[src/rtl/mem_access_ctrl.sv]
// MEM-stage sequencer: splits a 32-bit load/store into low then high half-word
// accesses on a 16-bit SRAM, holding ready low until the word is complete.
module mem_access_ctrl #(
    parameter int WAIT_CYCLES = 2,
    parameter int ADDR_W      = 18
) (
    input  logic              clk,
    input  logic              rst,
    input  logic              i_rd_en,
    input  logic              i_wr_en,
    input  logic [31:0]       i_address,
    input  logic [31:0]       i_st_val,
    output logic [31:0]       o_rdata,
    output logic              o_ready,
    output logic [ADDR_W-1:0] o_sram_addr,
    output logic [15:0]       o_sram_wdata,
    input  logic [15:0]       i_sram_rdata,
    output logic              o_sram_we_n,
    output logic              o_sram_oe_n
);
    localparam int CW = $clog2(WAIT_CYCLES) + 1;

    typedef enum logic [1:0] {IDLE, LO, HI, DONE} state_t;

    state_t            r_state;
    logic [CW-1:0]     r_cnt;
    logic              r_op_wr;
    logic [ADDR_W-2:0] r_word;
    logic [31:0]       r_data;
    logic [31:0]       r_rdata;
    logic              r_we_n;
    logic              r_oe_n;
    logic              w_last;
    logic              w_req;
    logic              w_unused;

    assign w_req    = i_rd_en | i_wr_en;
    assign w_last   = (r_cnt == CW'(WAIT_CYCLES - 1));
    assign w_unused = &{1'b0, i_address[31:ADDR_W+1], i_address[1:0]};

    always_ff @(posedge clk or posedge rst) begin
        if (rst) begin
            r_state <= IDLE;
            r_cnt   <= '0;
            r_op_wr <= 1'b0;
            r_word  <= '0;
            r_data  <= '0;
            r_rdata <= '0;
            r_we_n  <= 1'b1;
            r_oe_n  <= 1'b1;
        end else begin
            case (r_state)
                IDLE: if (w_req) begin
                    // a simultaneous rd/wr is taken as a store
                    r_op_wr <= i_wr_en;
                    r_word  <= i_address[ADDR_W:2];
                    r_data  <= i_st_val;
                    r_cnt   <= '0;
                    r_we_n  <= ~i_wr_en;
                    r_oe_n  <= i_wr_en;
                    r_state <= LO;
                end
                LO: if (w_last) begin
                    if (!r_op_wr) r_rdata[15:0] <= i_sram_rdata;
                    r_cnt   <= '0;
                    r_state <= HI;
                end else begin
                    r_cnt <= r_cnt + 1'b1;
                end
                HI: if (w_last) begin
                    if (!r_op_wr) r_rdata[31:16] <= i_sram_rdata;
                    r_cnt   <= '0;
                    r_we_n  <= 1'b1;
                    r_oe_n  <= 1'b1;
                    r_state <= DONE;
                end else begin
                    r_cnt <= r_cnt + 1'b1;
                end
                DONE:    r_state <= IDLE;
                default: r_state <= IDLE;
            endcase
        end
    end

    always_comb begin
        o_ready      = 1'b0;
        o_sram_addr  = '0;
        o_sram_wdata = '0;
        case (r_state)
            IDLE: o_ready = ~w_req;
            LO: begin
                o_sram_addr  = {r_word, 1'b0};
                o_sram_wdata = r_data[15:0];
            end
            HI: begin
                o_sram_addr  = {r_word, 1'b1};
                o_sram_wdata = r_data[31:16];
            end
            DONE:    o_ready = 1'b1;
            default: o_ready = 1'b0;
        endcase
    end

    assign o_rdata     = r_rdata;
    assign o_sram_we_n = r_we_n;
    assign o_sram_oe_n = r_oe_n;
endmodule

[config.mk]
export PLATFORM = sky130hd
export DESIGN_NAME = mem_access_ctrl
export DESIGN_NICKNAME = d
export VERILOG_FILES = /design/src/rtl/mem_access_ctrl.sv
export SDC_FILE = /design/constraint.sdc
export NUM_CORES = 1
export LEC_CHECK = 0
export ABC_AREA = 1
export CAP_MARGIN = 20
export CORE_MARGIN = 5
export CORE_UTILIZATION = 30
export CTS_CLUSTER_SIZE = 24
export DETAILED_ROUTE_END_ITERATION = 7
export PLACE_DENSITY = 0.63
export SLEW_MARGIN = 0
export SYNTH_ARGS = -nofsm -noshare
export SYNTH_HDL_FRONTEND = slang
export SYNTH_SLANG_ARGS = --single-unit
export TNS_END_PERCENT = 10
[constraint.sdc]
create_clock -name clk -period 3.1 [get_ports clk]
set_input_delay 0.62 -clock clk [delete_from_list [all_inputs] [get_ports clk]]
set_output_delay 0.62 -clock clk [all_outputs]
set_load 0.01 [all_outputs]
Word level (Yosys, flattened, before mapping)
Cells that the tools add are included.
{ "op_classes": {"addsub": 1, "n_mux": 15, "eq_ne": 7, "reduce_logical": 10, "bitwise_logic": 4} }
{ "op_table": {"columns": ["cell", "count"], "rows": [
  ["case mux 18 bit (2 select lines)", 1],
  ["case mux 16 bit (2 select lines)", 1],
  ["AND reduction 3 bit", 4],
  ["two-way mux 2 bit", 5],
  ["case mux 2 bit (4 select lines)", 1],
  ["!= test 2 bit, second input constant", 3],
  ["case mux 1 bit (2 select lines)", 3],
  ["equality test 2 x 1 -> 1 bit, second input constant", 2],
  ["equality test 2 bit, second input constant", 2],
  ["case mux 2 bit (2 select lines)", 1],
  ["AND reduction 2 bit", 2],
  ["nonzero test 2 bit", 2],
  ["two-way mux 1 bit", 3],
  ["inverter 1 bit", 3],
  ["adder 2 x 1 -> 2 bit, second input constant", 1],
  ["zero test 2 bit", 1],
  ["OR reduction 2 bit", 1],
  ["bitwise OR 1 bit", 1]
]} }
{ "word_totals": {"out_inout_bits": 69, "wordCells": 46, "ff_bits": 88} }

Longest topological paths before layout
{ "depth": {"depth_word": 4, "ltp_mapped": 8} }

Least setup slack after synthesis
No wires, ideal clock.
{ "synth_path": {"path_type": "reg-to-output", "startpoint": "register r_state[0]", "endpoint": "output port o_sram_wdata[10]", "t_arrival_ps": 1414, "slack_ps": 1066, "path_stages_with_launch": 7, "path_cell_list": "dfrtp_1 -> inv_1 -> ha_1 -> buf_4 -> buf_6 -> nand2_1 -> a21oi_1"} }
{ "synth_between": {"elab_chain_cells": 2, "elab_cells_between_ends": 3} }
{ "synth_lines": {"columns": ["item", "line_no", "source"], "rows": [
  ["from (decl)", "25", "state_t r_state;"],
  ["from (signal assigned)", "43", "r_state <= IDLE;"],
  ["from (signal assigned)", "61", "r_state <= LO;"],
  ["from (signal assigned)", "66", "r_state <= HI;"],
  ["equality test 2 bit / equality test 2 x 1 -> 1 bit (equally long branches)", "89", "case (r_state)"],
  ["case mux 16 bit (2 select lines) (*)", "89", null],
  ["to (decl)", "16", "output logic [15:0] o_sram_wdata,"]
]} }
Mark *: on every way between the ends. The rest lies on a longest branch, timed or not.

Final worst setup path
{ "layout_path": {"startpoint": "register r_state[0]", "endpoint": "output port o_sram_wdata[9]"} }
The elaborated chain is that of the path after synthesis.

==> run_results.csv <==
group,metric,value,unit
synth,synth-edff-count,0,
cts,cts-resized-gates,0,
routing,wl_per_cell,13.4,um
setup_path,cp_data_required_time,2.48,ns
synth,synth-compound-area-share,14.9,%
timing,finalSetupTns,0,ns
synth,synth_mux_area_share,0,%
layout,layout_commonest_cell,"clkdlybuf4s50_1",
die,die_w,125,um
timing,hold_violations,0,
setup_path,arrival,2.33,ns
timing,slew_violations,0,
synth,synth_area_leaders,"dfrtp_1 54%, nand2_1 11%, inv_1 7.0%",
synth,synth_top_family_by_area,"simple AND/OR/NAND/NOR gates",
synth,syn-cell-area,4000,um2
synth,yosysTopAreaCellShare,53.9,%
outcome,status,"finished, final reports clean",
synth,async_reset_ff_share,100,%
global_routing,track_usage,13.4,%
cts,cts_made_buffers,9,
setup_path,r2r-end,"o_rdata[16]",
layout,drive_gt1_share,8.05,%
cts,cts.clk_slew.worst_paths,0.06,ns
power,fin_total_pwr,6.04,mW
global_routing,grt_pass1_vias,3432,
setup_path,startpoint,"r_state[0]",
setup_path,r2r_slack,1.13,ns
power,irDropWorstVdd,0.421,mV
die,die_area,15700,um2
min_path,whs_path_depth,2,
layout,final_nets,684,
global_routing,grt_max_degree,67,
setup_path,critPathBufInv,3,
cts,cts_hold_buffers,0,
job,maxCapViolations,0,
cts,h-tree-depth,3,
min_path,hp-class,"flop to flop",
placed_design,gp_congestion,0.766,
timing,period_share,95.0,%
setup_path,cp-start-kind,"flop",
synth,synth_top_cell_by_area,"dfrtp_1",
timing,maxSlewHeadroom,51.8,%
synth,synth-seq-area-share,55.2,%
layout,final-instance-count-excl-fill,772,
timing,setup_viol,0,
cts,cts_setup_buffers,0,
routing,detail_route.vias_per_cell,4.28,
setup_path,path_class,"flop to primary output",
routing,wl,10.3,mm
setup_path,worst_path_largest_cell_delay,0.58,ns
cts,cts.path.max_buffers,2,
routing,drtIter0Drc,124,
timing,max_freq,0.339,GHz
die,rows,42,
setup_path,cp_cell_sequence,"inv_1 -> ha_1 -> inv_2 -> a21oi_1 -> clkdlybuf4s50_1",
placed_design,dpl_worst_slack,0.320,ns
die,die_h,125,um
routing,dr.pass1.iters,4,
synth,ys_seq_elements,88,
timing,rsz0062_at_grt,"no",
global_routing,grt_pass1_wl,17.1,mm
synth,synth_ff_type,"dfrtp_1",
die,initial_core_util,30.4,%
setup_path,crit_family,"buffers and inverters",
placed_design,dp_cells,758,
timing,final.setup_skew,0.00979,ns
cts,tritoncts,"built",
synth,yosysUniqueCellTypes,22,
global_routing,grt_antenna_before_repair,0,
layout,syn_to_final_growth,44.9,%
global_routing,grt_overflow_total,0,
synth,synthCells,461,
synth,synth-warning-count,0,
setup_path,critical-path-slowest-cell,"clkdlybuf4s50_1",
power,power.density,1040,nW/um2
layout,mostFrequentLayoutCells,"137 x clkdlybuf4s50_1, 118 x nand2_1, 86 x dfrtp_1, 73 x inv_1, 36 x o21ai_0",
placed_design,place_hpwl,7.69,mm
setup_path,crit_cells,5,
layout,antenna_cells,0,
power,p_leak,2.75,nW
cts,clk-insertion-delay-late,0.34,ns
timing,fin_crit,2.95,ns
timing,tightest_slew,0.723,ns
setup_path,crit_end,"o_sram_wdata[9]",
synth,syn_nets,552,
timing,fin_ws,0.154,ns
routing,vias,3302,
setup_path,reg2reg_depth,4,
synth,synthAdderAreaFrac,2.19,%
die,pin_count,153,
routing,final_antenna_net_count,0,
routing,drc_errors,0,
die,core,13100,um2
synth,avgSynthCellArea,8.67,um2
setup_path,critPathCaptureType,"primary output",
setup_path,path_max_fanout,18,
cts,cts-root-buf,"clkbuf_16",
setup_path,r2r_start,"r_state[0]",
placed_design,io_buffer_count,137,
synth,synthXorXnorAreaFrac,0,%
synth,synth_simple_gate_area_share,16.0,%
cts,cts_sinks,88,
[state kept, by name, indices dropped and copies added, names as in the netlist]
| signal | cells |
|---|---|
| o_sram_we_n | 1 |
| r_word | 17 |
| r_data | 32 |
| r_op_wr | 1 |
| o_rdata | 32 |
| o_sram_oe_n | 1 |
| r_state | 2 |
| r_cnt | 2 |
[report_power, final]
part	leakage, nW	internal [mW]	switching [mW]
combinational	1.56	1.40	1.54
clock	0.143	0.658	0.428
sequential	1.05	1.73	0.290
total	2.75	3.78	2.25
[cell usage after synthesis, types with 2 or more instances]
library cell  count
ha_1              7
nor2_1           34
inv_1            74
o21ai_2          15
dfrtp_1          86
nand2_1         118
inv_2             2
a21oi_1          33
nand3_2           2
dfstp_2           2
buf_6             8
o21ai_1          19
buf_4             8
buf_2             6
nand3_1           5
o21ai_0          36
[worst reg2reg max path: cells and delay by family, from the launching register on]
family	cells	cell delay, ns
buffers and inverters	1	0.16
flip-flops	1	0.43
AO/OA/AOI/OAI	1	0.38
AND/OR/NAND/NOR	1	0.60
adder cells (fa/ha/maj)	1	0.31
[worst min-delay path by stage]
stage | slack, ns | endpoint | start
floorplan | 0.45 | r_word[0] | r_word[0]
global placement | 0.46 | o_sram_oe_n | o_sram_oe_n
detailed placement | 0.46 | o_sram_oe_n | o_sram_oe_n
CTS | 0.47 | o_sram_oe_n | o_sram_oe_n
global route | 0.49 | o_sram_oe_n | o_sram_oe_n
finish | 0.47 | o_sram_oe_n | o_sram_oe_n
[area by class of cell]
cell class                 instances  area [um2]
fill                            1308        7350
inverter                          76         287
clock buffer                      11         253
timing repair buffer             144        1450
tap                              176         220
sequential                        88        2200
multi-input combinational        274        1330
clock inverter                     3        42.5
[metal layers]
layer / part of all wire, % / track usage [%] / vias to the layer above
met5: 0 / 0 / -
li1: - / - / 1674
met4: 2.7 / 7.27 / 0
met3: 3.3 / 2.26 / 15
met2: 52 / 23.5 / 77
met1: 42 / 15.7 / 1536
[per-stage QoR]
stage          hold WS (ns)  utilization (%)  area [um2]
2_1_floorplan         0.447                -        4000
3_3_place_gp          0.459             41.8        5490
3_5_place_dp          0.462             41.8        5490
4_1_cts               0.471             44.0        5780
5_1_grt               0.489             44.1        5790
6_report              0.468             44.1        5790
[kinds of logic after synthesis]
logic type	after synthesis
compound gates	105
fa+ha+maj	7
buf+inv	99
flops	88
simple gates	162
No activity file was read; power rests on OpenSTA's default activity.
